`src/rtl/mprj_wb_pkg.sv`:
```
// ============================================================================
// Module      : mprj_wb_pkg
// Description : Shared types and constants for the user-project Wishbone guard.
// Revision    : 1.0 - initial release
// ============================================================================
`default_nettype none

package mprj_wb_pkg;

  localparam int unsigned ADR_W = 32;
  localparam int unsigned DAT_W = 32;
  localparam int unsigned SEL_W = 4;

  localparam logic [DAT_W-1:0] TIMEOUT_DATA_DEFAULT = 32'hDEAD_BEEF;

  typedef enum logic [1:0] {
    ST_IDLE = 2'd0,
    ST_REQ  = 2'd1,
    ST_RESP = 2'd2
  } state_e;

endpackage

`default_nettype wire

```
`src/rtl/mprj_wb_tmo_cnt.sv`:
```
// ============================================================================
// Module      : mprj_wb_tmo_cnt
// Description : Clearable up-counter with terminal-count flag at TIMEOUT-1.
// Revision    : 1.0 - initial release
// ============================================================================
`default_nettype none

module mprj_wb_tmo_cnt #(
  parameter int unsigned TIMEOUT = 1024,
  parameter int unsigned CW      = $clog2(TIMEOUT + 1)
) (
  input  logic clk_i,
  input  logic rst_ni,
  input  logic clr_i,
  input  logic en_i,
  output logic tc_o
);

  localparam logic [CW-1:0] TC_VAL = CW'(TIMEOUT - 1);

  logic [CW-1:0] cnt_q;
  logic [CW-1:0] cnt_d;

  always_comb begin
    cnt_d = cnt_q;
    if (clr_i) begin
      cnt_d = '0;
    end else if (en_i) begin
      cnt_d = cnt_q + CW'(1);
    end
  end

  always_ff @(posedge clk_i or negedge rst_ni) begin
    if (!rst_ni) begin
      cnt_q <= '0;
    end else begin
      cnt_q <= cnt_d;
    end
  end

  assign tc_o = (cnt_q == TC_VAL);

endmodule

`default_nettype wire

```
`src/rtl/mprj_wb_guard.sv`:
```
// ============================================================================
// Module      : mprj_wb_guard
// Description : Registered Wishbone bridge to the user project with enable
//               isolation and no-ack timeout. Optional statistics outputs are
//               built when MPRJ_WB_GUARD_STATS_EN is defined.
// Revision    : 1.0 - initial release
// ============================================================================
`default_nettype none

module mprj_wb_guard
  import mprj_wb_pkg::*;
#(
  parameter int unsigned       TIMEOUT      = 1024,
  parameter logic [DAT_W-1:0]  TIMEOUT_DATA = TIMEOUT_DATA_DEFAULT
) (
  input  logic             core_clk,
  input  logic             core_rstn,
  input  logic             mprj_wb_iena,
  input  logic             mprj_cyc_o,
  input  logic             mprj_stb_o,
  input  logic             mprj_we_o,
  input  logic [SEL_W-1:0] mprj_sel_o,
  input  logic [ADR_W-1:0] mprj_adr_o,
  input  logic [DAT_W-1:0] mprj_dat_o,
  output logic             mprj_ack_i,
  output logic [DAT_W-1:0] mprj_dat_i,
  output logic             usr_cyc_o,
  output logic             usr_stb_o,
  output logic             usr_we_o,
  output logic [SEL_W-1:0] usr_sel_o,
  output logic [ADR_W-1:0] usr_adr_o,
  output logic [DAT_W-1:0] usr_dat_o,
  input  logic             usr_ack_i,
  input  logic [DAT_W-1:0] usr_dat_i,
  output logic             timeout_flag
`ifdef MPRJ_WB_GUARD_STATS_EN
  ,
  output logic [15:0]      timeout_count,
  output logic [ADR_W-1:0] last_timeout_adr
`endif
);

  localparam int unsigned CW = $clog2(TIMEOUT + 1);

  state_e           state_q,   state_d;
  logic             usr_cyc_q, usr_cyc_d;
  logic             usr_we_q,  usr_we_d;
  logic [SEL_W-1:0] usr_sel_q, usr_sel_d;
  logic [ADR_W-1:0] usr_adr_q, usr_adr_d;
  logic [DAT_W-1:0] usr_dat_q, usr_dat_d;
  logic             ack_q,     ack_d;
  logic [DAT_W-1:0] rdat_q,    rdat_d;
  logic             flag_q,    flag_d;
  logic             cnt_clr;
  logic             cnt_en;
  logic             tmo_tc;

  mprj_wb_tmo_cnt #(
    .TIMEOUT (TIMEOUT),
    .CW      (CW)
  ) u_tmo_cnt (
    .clk_i  (core_clk),
    .rst_ni (core_rstn),
    .clr_i  (cnt_clr),
    .en_i   (cnt_en),
    .tc_o   (tmo_tc)
  );

  always_comb begin
    state_d   = state_q;
    usr_cyc_d = usr_cyc_q;
    usr_we_d  = usr_we_q;
    usr_sel_d = usr_sel_q;
    usr_adr_d = usr_adr_q;
    usr_dat_d = usr_dat_q;
    ack_d     = 1'b0;
    rdat_d    = rdat_q;
    flag_d    = flag_q;
    cnt_clr   = 1'b0;
    cnt_en    = 1'b0;

    case (state_q)
      ST_IDLE: begin
        if (mprj_cyc_o && mprj_stb_o) begin
          if (mprj_wb_iena) begin
            usr_we_d  = mprj_we_o;
            usr_sel_d = mprj_sel_o;
            usr_adr_d = mprj_adr_o;
            usr_dat_d = mprj_dat_o;
            usr_cyc_d = 1'b1;
            cnt_clr   = 1'b1;
            state_d   = ST_REQ;
          end else begin
            // Disabled interface: answer locally so the core never stalls.
            rdat_d  = '0;
            ack_d   = 1'b1;
            state_d = ST_RESP;
          end
        end
      end

      ST_REQ: begin
        cnt_en = 1'b1;
        if (!mprj_cyc_o) begin
          usr_cyc_d = 1'b0;
          state_d   = ST_IDLE;
        end else if (usr_ack_i) begin
          // A user ack coincident with terminal count still wins.
          rdat_d    = usr_dat_i;
          usr_cyc_d = 1'b0;
          ack_d     = 1'b1;
          state_d   = ST_RESP;
        end else if (tmo_tc) begin
          rdat_d    = TIMEOUT_DATA;
          usr_cyc_d = 1'b0;
          flag_d    = 1'b1;
          ack_d     = 1'b1;
          state_d   = ST_RESP;
        end
      end

      ST_RESP: begin
        state_d = ST_IDLE;
      end

      default: begin
        state_d   = ST_IDLE;
        usr_cyc_d = 1'b0;
      end
    endcase
  end

  always_ff @(posedge core_clk or negedge core_rstn) begin
    if (!core_rstn) begin
      state_q   <= ST_IDLE;
      usr_cyc_q <= 1'b0;
      usr_we_q  <= 1'b0;
      usr_sel_q <= '0;
      usr_adr_q <= '0;
      usr_dat_q <= '0;
      ack_q     <= 1'b0;
      rdat_q    <= '0;
      flag_q    <= 1'b0;
    end else begin
      state_q   <= state_d;
      usr_cyc_q <= usr_cyc_d;
      usr_we_q  <= usr_we_d;
      usr_sel_q <= usr_sel_d;
      usr_adr_q <= usr_adr_d;
      usr_dat_q <= usr_dat_d;
      ack_q     <= ack_d;
      rdat_q    <= rdat_d;
      flag_q    <= flag_d;
    end
  end

  assign usr_cyc_o    = usr_cyc_q;
  assign usr_stb_o    = usr_cyc_q;
  assign usr_we_o     = usr_we_q;
  assign usr_sel_o    = usr_sel_q;
  assign usr_adr_o    = usr_adr_q;
  assign usr_dat_o    = usr_dat_q;
  assign mprj_ack_i   = ack_q;
  assign mprj_dat_i   = rdat_q;
  assign timeout_flag = flag_q;

`ifdef MPRJ_WB_GUARD_STATS_EN
  logic             tmo_evt;
  logic [15:0]      tcount_q, tcount_d;
  logic [ADR_W-1:0] tadr_q,   tadr_d;

  assign tmo_evt = (state_q == ST_REQ) && mprj_cyc_o && !usr_ack_i && tmo_tc;

  always_comb begin
    tcount_d = tcount_q;
    tadr_d   = tadr_q;
    if (tmo_evt) begin
      tadr_d = usr_adr_q;
      if (tcount_q != 16'hFFFF) begin
        tcount_d = tcount_q + 16'd1;
      end
    end
  end

  always_ff @(posedge core_clk or negedge core_rstn) begin
    if (!core_rstn) begin
      tcount_q <= '0;
      tadr_q   <= '0;
    end else begin
      tcount_q <= tcount_d;
      tadr_q   <= tadr_d;
    end
  end

  assign timeout_count    = tcount_q;
  assign last_timeout_adr = tadr_q;
`endif

endmodule

`default_nettype wire

```
`config.mk`:
```
export PLATFORM = sky130hd
export DESIGN_NAME = mprj_wb_guard
export DESIGN_NICKNAME = d
export VERILOG_FILES = /design/src/rtl/mprj_wb_pkg.sv /design/src/rtl/mprj_wb_tmo_cnt.sv /design/src/rtl/mprj_wb_guard.sv
export SDC_FILE = /design/constraint.sdc
export NUM_CORES = 1
export LEC_CHECK = 0
export ABC_AREA = 0
export CORE_MARGIN = 10
export CORE_UTILIZATION = 40
export DETAILED_ROUTE_END_ITERATION = 12
export PLACE_DENSITY = 0.84
export SYNTH_ARGS = -nofsm -noshare
export SYNTH_HDL_FRONTEND = slang
export SYNTH_HIERARCHICAL = 1
export SYNTH_SLANG_ARGS = --single-unit
```
`constraint.sdc`:
```
create_clock -name core_clk -period 6.17 [get_ports core_clk]
set_input_delay 1.234 -clock core_clk [delete_from_list [all_inputs] [get_ports core_clk]]
set_output_delay 1.234 -clock core_clk [all_outputs]
set_load 0.005 [all_outputs]
```
Word-level counts from Yosys, hierarchy flattened

Index checks and enable logic that the tools add are counted.

Bits in registers: 117
Word-level logic and storage cells: 61
Input port bits: 107

Reduce and logical (&&, ||, !) cells: 9
Equal/unequal tests: 9
Add/subtract/negate cells: 1
Bitwise gates (word level): 2
Muxes and demuxes: 30

Operator list:

| cell                    | count |
|---|---|
| $mux W32                | 5 |
| $pmux W32 S2            | 1 |
| $mux W11                | 2 |
| $mux W1                 | 14 |
| $add A11 B1 Y11 const B | 1 |
| $eq A11 B10 Y1 const B  | 1 |
| $mux W2                 | 5 |
| $ne A2 B2 Y1 const B    | 4 |
| $reduce_and A4 Y1       | 2 |
| $reduce_and A5 Y1       | 1 |
| $ne A4 B4 Y1 const B    | 1 |
| $pmux W2 S2             | 1 |
| $reduce_bool A2 Y1      | 2 |
| $ne A3 B3 Y1 const B    | 1 |
| $pmux W1 S3             | 1 |
| $reduce_and A3 Y1       | 1 |
| $eq A2 B1 Y1 const B    | 1 |
| $eq A2 B2 Y1 const B    | 1 |
| $logic_not A2 Y1        | 1 |
| $not A1 Y1              | 2 |
| $pmux W1 S2             | 1 |
| $reduce_and A2 Y1       | 1 |
| $logic_and A1 B1 Y1     | 1 |

Logic depth before layout (Yosys ltp)

Gate-level depths: netlist (run 1).

Depth in word-level cells: 5
Mapped depth: 8
Mapped depth without buffers: 6

Cells and area by module

Netlist (run 1), hierarchy kept.

By module, submodules not included:

| module          | sequential area each (um^2) | area an instance (um^2) | instances | cells an instance |
|---|---|---|---|---|
| mprj_wb_guard   | 2652.5                      | 4464.3                  | 1         | 298 |
| mprj_wb_tmo_cnt | 275.3                       | 576.8                   | 1         | 56 |

Least setup slack after synthesis (run 1)

No wires, ideal clock.

Kind: input to register
Start: in mprj_stb_o
End: reg u_tmo_cnt.cnt_q[9]
Stages on the path: 7
Required time: 6045 ps
Path slack: 3528 ps
Arrival: 2517 ps
Path through: and4bb_4 nand2_2 inv_4 buf_6 o211ai_2 nor4_1 mux2_2

Longest elaborated chain between the ends: 4

RTL lines:

| item                                           | RTL line              | source |
|---|---|---|
| start, declared                                | mprj_wb_guard.sv:20   | `input logic mprj_stb_o,` |
| $logic_and A1 B1 Y1 *                          | mprj_wb_guard.sv:84   | `if (mprj_cyc_o && mprj_stb_o) begin` |
| $mux W1 *                                      | mprj_wb_guard.sv:84   |  |
| $mux W1 *                                      | mprj_wb_guard.sv:82   | `case (state_q)` |
| via cnt_clr                                    | mprj_wb_guard.sv:54   | `logic cnt_clr;` |
| $mux W11 or $reduce_bool A2 Y1 (tied branches) | -                     |  |
| end signal, assigned                           | mprj_wb_tmo_cnt.sv:37 | `cnt_q <= cnt_d;` |
| end, declared                                  | mprj_wb_tmo_cnt.sv:21 | `logic [CW-1:0] cnt_q;` |

The timed path passes the listed nets; every way through them passes the cells marked *.
A chain may end at the register's enable or synchronous reset.

Worst setup path in the final report (run 1)

Start: in mprj_cyc_o
End: reg u_tmo_cnt.cnt_q[9]

Longest elaborated chain between the ends: 4

RTL lines:

| item                                           | RTL line            | source |
|---|---|---|
| start, declared                                | mprj_wb_guard.sv:19 | `input logic mprj_cyc_o,` |
| $logic_and A1 B1 Y1 *                          | mprj_wb_guard.sv:84 |  |
| $mux W1 *                                      | mprj_wb_guard.sv:84 |  |
| $mux W1 *                                      | mprj_wb_guard.sv:82 |  |
| $mux W11 or $reduce_bool A2 Y1 (tied branches) | -                   |  |

Mark *: on every way between the ends. The rest lies on a longest branch, timed or not.

==> results of run 1 <==
cell usage after synthesis (3+ instances only):
| library cell | count |
|---|---|
| a21oi_1 | 29 |
| and3_1 | 8 |
| buf_12 | 3 |
| buf_6 | 7 |
| clkbuf_1 | 6 |
| dfrtp_1 | 117 |
| inv_1 | 29 |
| mux2_1 | 13 |
| mux2_2 | 60 |
| mux2_4 | 29 |
| nand2_1 | 5 |
| nor2_1 | 7 |
| o21ai_0 | 4 |
| o31ai_1 | 3 |
| or4_1 | 3 |
worst register-to-register path, cell delays in order (launching register included):
cell and delay, ns:
dfrtp_1 0.40, ha_1 0.26, nand3_1 0.09, nor4_1 0.52, o21ai_1 0.22, o2bb2ai_4 1.02, mux2_2 0.46
sequential cells by signal, indices dropped and copies added (netlist names):
name,count
mprj_ack_i,1
mprj_dat_i,32
state_q,2
timeout_flag,1
u_tmo_cnt/cnt_q,11
usr_adr_o,32
usr_cyc_o,1
usr_dat_o,32
usr_sel_o,4
usr_we_o,1
report_power, final:
part           switching [mW]  total [mW]  internal, mW
clock network           0.331        1.00         0.672
logic                   0.189       0.603         0.414
registers              0.0859        1.00         0.914
final cells by class:
type	count	area, sq um
fill	906	4360
sequential	117	2930
timing repair buffer	213	2120
multi-input combinational	187	1810
clock buffer	22	484
tap	168	210
clock inverter	8	124
inverter	30	115
worst paths after layout:
| check | slack [ns] | cells after the start | from | endpoint |
|---|---|---|---|---|
| worst max register to register | 3.09 | 6 | u_tmo_cnt/cnt_q[0] | mprj_dat_i[1] |
| worst min register to register | 0.48 | 1 | timeout_flag | timeout_flag |
| min in group asynchronous | 0.89 | 1 | core_rstn | usr_adr_o[10] |
| worst min-delay path | 0.48 | 1 | timeout_flag | timeout_flag |
| max in group asynchronous | 4.05 | 2 | core_rstn | usr_adr_o[6] |
| worst max-delay path | 2.74 | 7 | mprj_cyc_o | u_tmo_cnt/cnt_q[9] |
metal layers:
metal  GRT usage (%)  vias up  share of wire [%]
li1                -     1643                  -
met1            17.9     1763                 40
met2            27.5      123                 52
met3            5.72       17                5.6
met4            4.77        0                1.5
met5               0        -                  0
kinds of logic (layout without fill, tap and decap cells):
kind of cell,after synthesis,in the layout,share of synthesized area [%]
AO/OA/AOI/OAI,43,43,5.63
XOR/XNOR,4,4,0.695
adder cells (fa/ha/maj),1,1,0.248
buffers and inverters,50,273,5.98
flip-flops,117,117,58.1
multiplexers,103,103,25.1
AND/OR/NAND/NOR,36,36,4.22
per-stage QoR:
stage	utilization [%]	std cells	cell area [sq um]
6_report	64.1	745	7800
5_1_grt	64.1	745	7800
4_1_cts	64.1	745	7800
3_5_place_dp	59.1	715	7190
3_3_place_gp	59.1	715	7190
2_1_floorplan	-	354	5040
==> impl_metrics.toml, run 1 <==
[status]
outcome = "complete, no violations"

[yosys]
synthFlopType = "dfrtp_1"
synthTopCellsByArea = "dfrtp_1, mux2_2, mux2_4, mux2_1, a21oi_1"
synth_seq_area_share_pct = 58.1
yosysUniqueCellTypes = 38
synth_enable_flop_cells = 0
async_flop_share_pct = 100
synth_nets = 462
synth_top_area_cell = "dfrtp_1"
yosys_warnings = 6
synthCells = 354
avgSynthCellArea_sq_um = 14.2
synth_seq_cells = 117
synth_top_area_share_pct = 58.1
syn_area_sq_mm = 0.00504

[global_route]
grt_pass1_vias = 3830
grt_antenna_before_repair = 0
globalRoute.totalOverflow = 0
grt_max_degree = 84
grt_pass1_wl_mm = 22.2
grt_use_total_pct = 15.9

[worst_setup_path]
critPathLaunchType = "input pin"
critical_path.top_delay_family = "buffers and inverters"
end_kind = "flop"
crit_arrival_ns = 3.71
crit_type = "in -> reg"
worstPathCellList = "clkdlybuf4s50_1 > and4bb_4 > nand2_2 > inv_4 > o211ai_2 > nor4_1 > mux2_2"
slowest_stage = "inv_4"
critPathMaxFanout = 83
cp.buffers_inverters = 2
cpPeakStageDelay_ns = 0.71
cp.required_ns = 6.45

[floorplanning]
io_pins = 212
dieArea_sq_mm = 0.0175
core_sq_mm = 0.0122
rows = 40
start_util_pct = 41.5
die_x_um = 132
die_h_um = 132

[finish]
nNetsFinal = 674
drive_above_1_share_pct = 22.4
antenna_cells = 0
final_common_cell = "clkdlybuf4s50_1"
layout_common_cells = "clkdlybuf4s50_1, dfrtp_1, mux2_2"
syn2layout_area_growth_pct = 54.7

[placed_design]
place_ws_ns = 2.32
hpwlAfterDp_mm = 10.5
place.gp.congestion = 0.796
io_buffers = 211

[sta]
setup_violations = 0
worstMarginPinSlew_ns = 1.26
layout_min_cycle_time_ns = 3.43
max_freq_mhz = 292
rsz0062_at_grt = "false"
setup_tns_ns = 0
skew_ns = 0.00752
hold_viol_final = 0
fin_ws_ns = 2.74
hold_ws_ns = 0.484
drv_slew = 0
fin_crit_sh_pct = 55.5
slew_headroom_pct = 15.9

[clock_tree]
htreeDepth = 4
clock-root-buffer = "clkbuf_16"
cts_setup_buffers = 0
clkTransAtPathRegs_ns = 0.05
cts_tree = "yes"
cts_sinks = 117
cts_max_path_buffers = 2
numCtsBuffers = 17
clk_latency_ns = 0.40
hold_buffers = 0
cts_resized = 0

[drt]
vias = 3546
wire_per_inst_um = 18.7
wl_mm = 13.9
first_pass_iters = 4
ant_nets = 0
drc = 0
vias_per_cell = 4.76
drtIter0Drc = 161

[flow_run]
max_cap_violations = 0

[power_and_ir_drop]
power_mw = 2.61
ir_worst_vdd_mv = 0.146
p_leak_nw = 3.42
p_per_area_mw_per_mm2 = 334

[hold_path]
hp-class = "reg -> reg"
No activity file was read; power rests on OpenSTA's default activity.
==> inputs of run 2 (changes only) <==
==> constraint.sdc (replaced) <==
create_clock -name core_clk -period 3.3 [get_ports core_clk]
set_input_delay 0.66 -clock core_clk [delete_from_list [all_inputs] [get_ports core_clk]]
set_output_delay 0.66 -clock core_clk [all_outputs]
set_load 0.005 [all_outputs]
==> run 2 against run 1 <==
Compared with the run above: cell count grew 0.81%; register-to-register slack worse by 2.2 ns; die area stayed put; sequential cell count is the same; clock power up 95%; utilization increased by 0.64 points; via count is 1.8% higher; clock-buffer cell count fell by 5; largest cell class unchanged.
==> impl_metrics.toml, run 2 (synthesis gave the netlist of run 1 again) <==
[sta]
hold_ws_ns = 0.307
drv_slew = 0
fin_crit_sh_pct = 74.5
layout_min_cycle_time_ns = 2.46
setup_tns_ns = 0
rsz0062_at_grt = "false"
hold_viol_final = 0
skew_ns = 0.0143
worstMarginPinSlew_ns = 0.716
slew_headroom_pct = 52.3
setup_violations = 0
max_freq_mhz = 407

[global_route]
grt_use_total_pct = 16.4
grt_pass1_vias = 4009
globalRoute.totalOverflow = 0
grt_antenna_before_repair = 0
grt_max_degree = 82
grt_pass1_wl_mm = 22.9

[drt]
drtIter0Drc = 236
vias = 3610
vias_per_cell = 4.81
first_pass_iters = 4
wire_per_inst_um = 19.2
ant_nets = 0
drc = 0
wl_mm = 14.4

[clock_tree]
hold_buffers = 0
clk_latency_ns = 0.41
clock-root-buffer = "clkbuf_16"
clkTransAtPathRegs_ns = 0.06
cts_max_path_buffers = 2
cts_resized = 0
cts_tree = "yes"
numCtsBuffers = 17
cts_setup_buffers = 0
cts_sinks = 117
htreeDepth = 4

[finish]
nNetsFinal = 678
final_common_cell = "clkdlybuf4s50_1"
layout_common_cells = "clkdlybuf4s50_1, dfrtp_1, mux2_2"
fin_area_sq_mm = 0.00788
antenna_cells = 0
drive_above_1_share_pct = 23.3
syn2layout_area_growth_pct = 56.2

[placed_design]
placed_area_sq_mm = 0.00724
place.gp.congestion = 0.789
io_buffers = 211
hpwlAfterDp_mm = 10.7

[power_and_ir_drop]
p_leak_nw = 3.46
ir_worst_vdd_mv = 0.299
p_per_area_mw_per_mm2 = 630

[worst_setup_path]
critPathLaunchType = "flop"
crit_type = "reg -> reg"
crit_arrival_ns = 2.75
cp.required_ns = 3.60
end_kind = "flop"
critPathMaxFanout = 33
r2r-start = "u_tmo_cnt/cnt_q[0]"
crit_path_start = "u_tmo_cnt/cnt_q[0]"
r2r_setup_slack_ns = 0.84
rr_endpoint = "mprj_dat_i[31]"
reg2reg_depth = 8

[floorplanning]
start_util_pct = 41.5
rows = 40
core_sq_mm = 0.0122
dieArea_sq_mm = 0.0175
die_h_um = 132
io_pins = 212
die_x_um = 132

[flow_run]
max_cap_violations = 0

[hold_path]
hp-class = "in -> async"

[status]
outcome = "complete, no violations"
-- run 2: cell types whose count changed in the layout (fill, tap and decap cells not counted), sizes merged --
| cell | delta |
|---|---|
| clkbuf | -5 |
| inv | +1 |
| buf | +4 |
| clkinvlp | +1 |
| bufinv | +1 |
| clkinv | +4 |
-- run 2: worst max path at each step --
stage,endpoint,slack [ns],cells after the start
after global placement,mprj_dat_i[1],0.75,5
after detailed placement,mprj_dat_i[31],0.71,5
final,mprj_dat_i[31],0.84,8
after CTS,mprj_dat_i[1],0.85,8
after global routing,mprj_dat_i[31],0.66,8
after floorplan,mprj_dat_i[10],1.18,7
-- run 2: area by class of cell --
| cell class | instances | area (sq um) |
|---|---|---|
| well taps | 168 | 210 |
| clock buffers | 17 | 425 |
| repair buffers | 217 | 2180 |
| inverters | 30 | 115 |
| fillers | 898 | 4290 |
| clock inverters | 15 | 205 |
| multi-input cells | 187 | 1810 |
| flip-flops and latches | 117 | 2930 |
-- run 2: power breakdown --
part           internal, mW  leakage, nW  switching, mW
Clock                  1.27        0.299          0.678
Combinational         0.779         1.68          0.366
Sequential             1.71         1.47          0.159
-- run 2: per-stage QoR --
step / power [mW] / worst slack [ns] / instances / utilization [%]
global placement: 3.00 / 0.753 / 719 / 59.6
floorplan: 2.25 / 1.18 / 354 / -
global route: 5.17 / 0.657 / 751 / 64.8
finish: 4.96 / 0.842 / 751 / 64.8
detailed placement: 3.05 / 0.706 / 719 / 59.6
CTS: 5.02 / 0.853 / 751 / 64.8
-- run 2: layer usage --
metal / global-route usage [%] / wire length (um) / vias to the layer above
li1: - / - / 1669
met1: 17.6 / 5620 / 1798
met2: 29.2 / 7710 / 123
met3: 5.83 / 834 / 20
met4: 5.44 / 235 / 0
met5: 0 / 0 / -
-- run 2: worst max-delay path, stage by stage, from the launching register on --
cell	delay (ns)
dfrtp_1	0.41
ha_1	0.29
nand3_1	0.11
nor4_1	0.19
buf_4	0.18
o21ai_1	0.10
o2bb2ai_4	0.15
buf_4	0.49
mux2_2	0.40
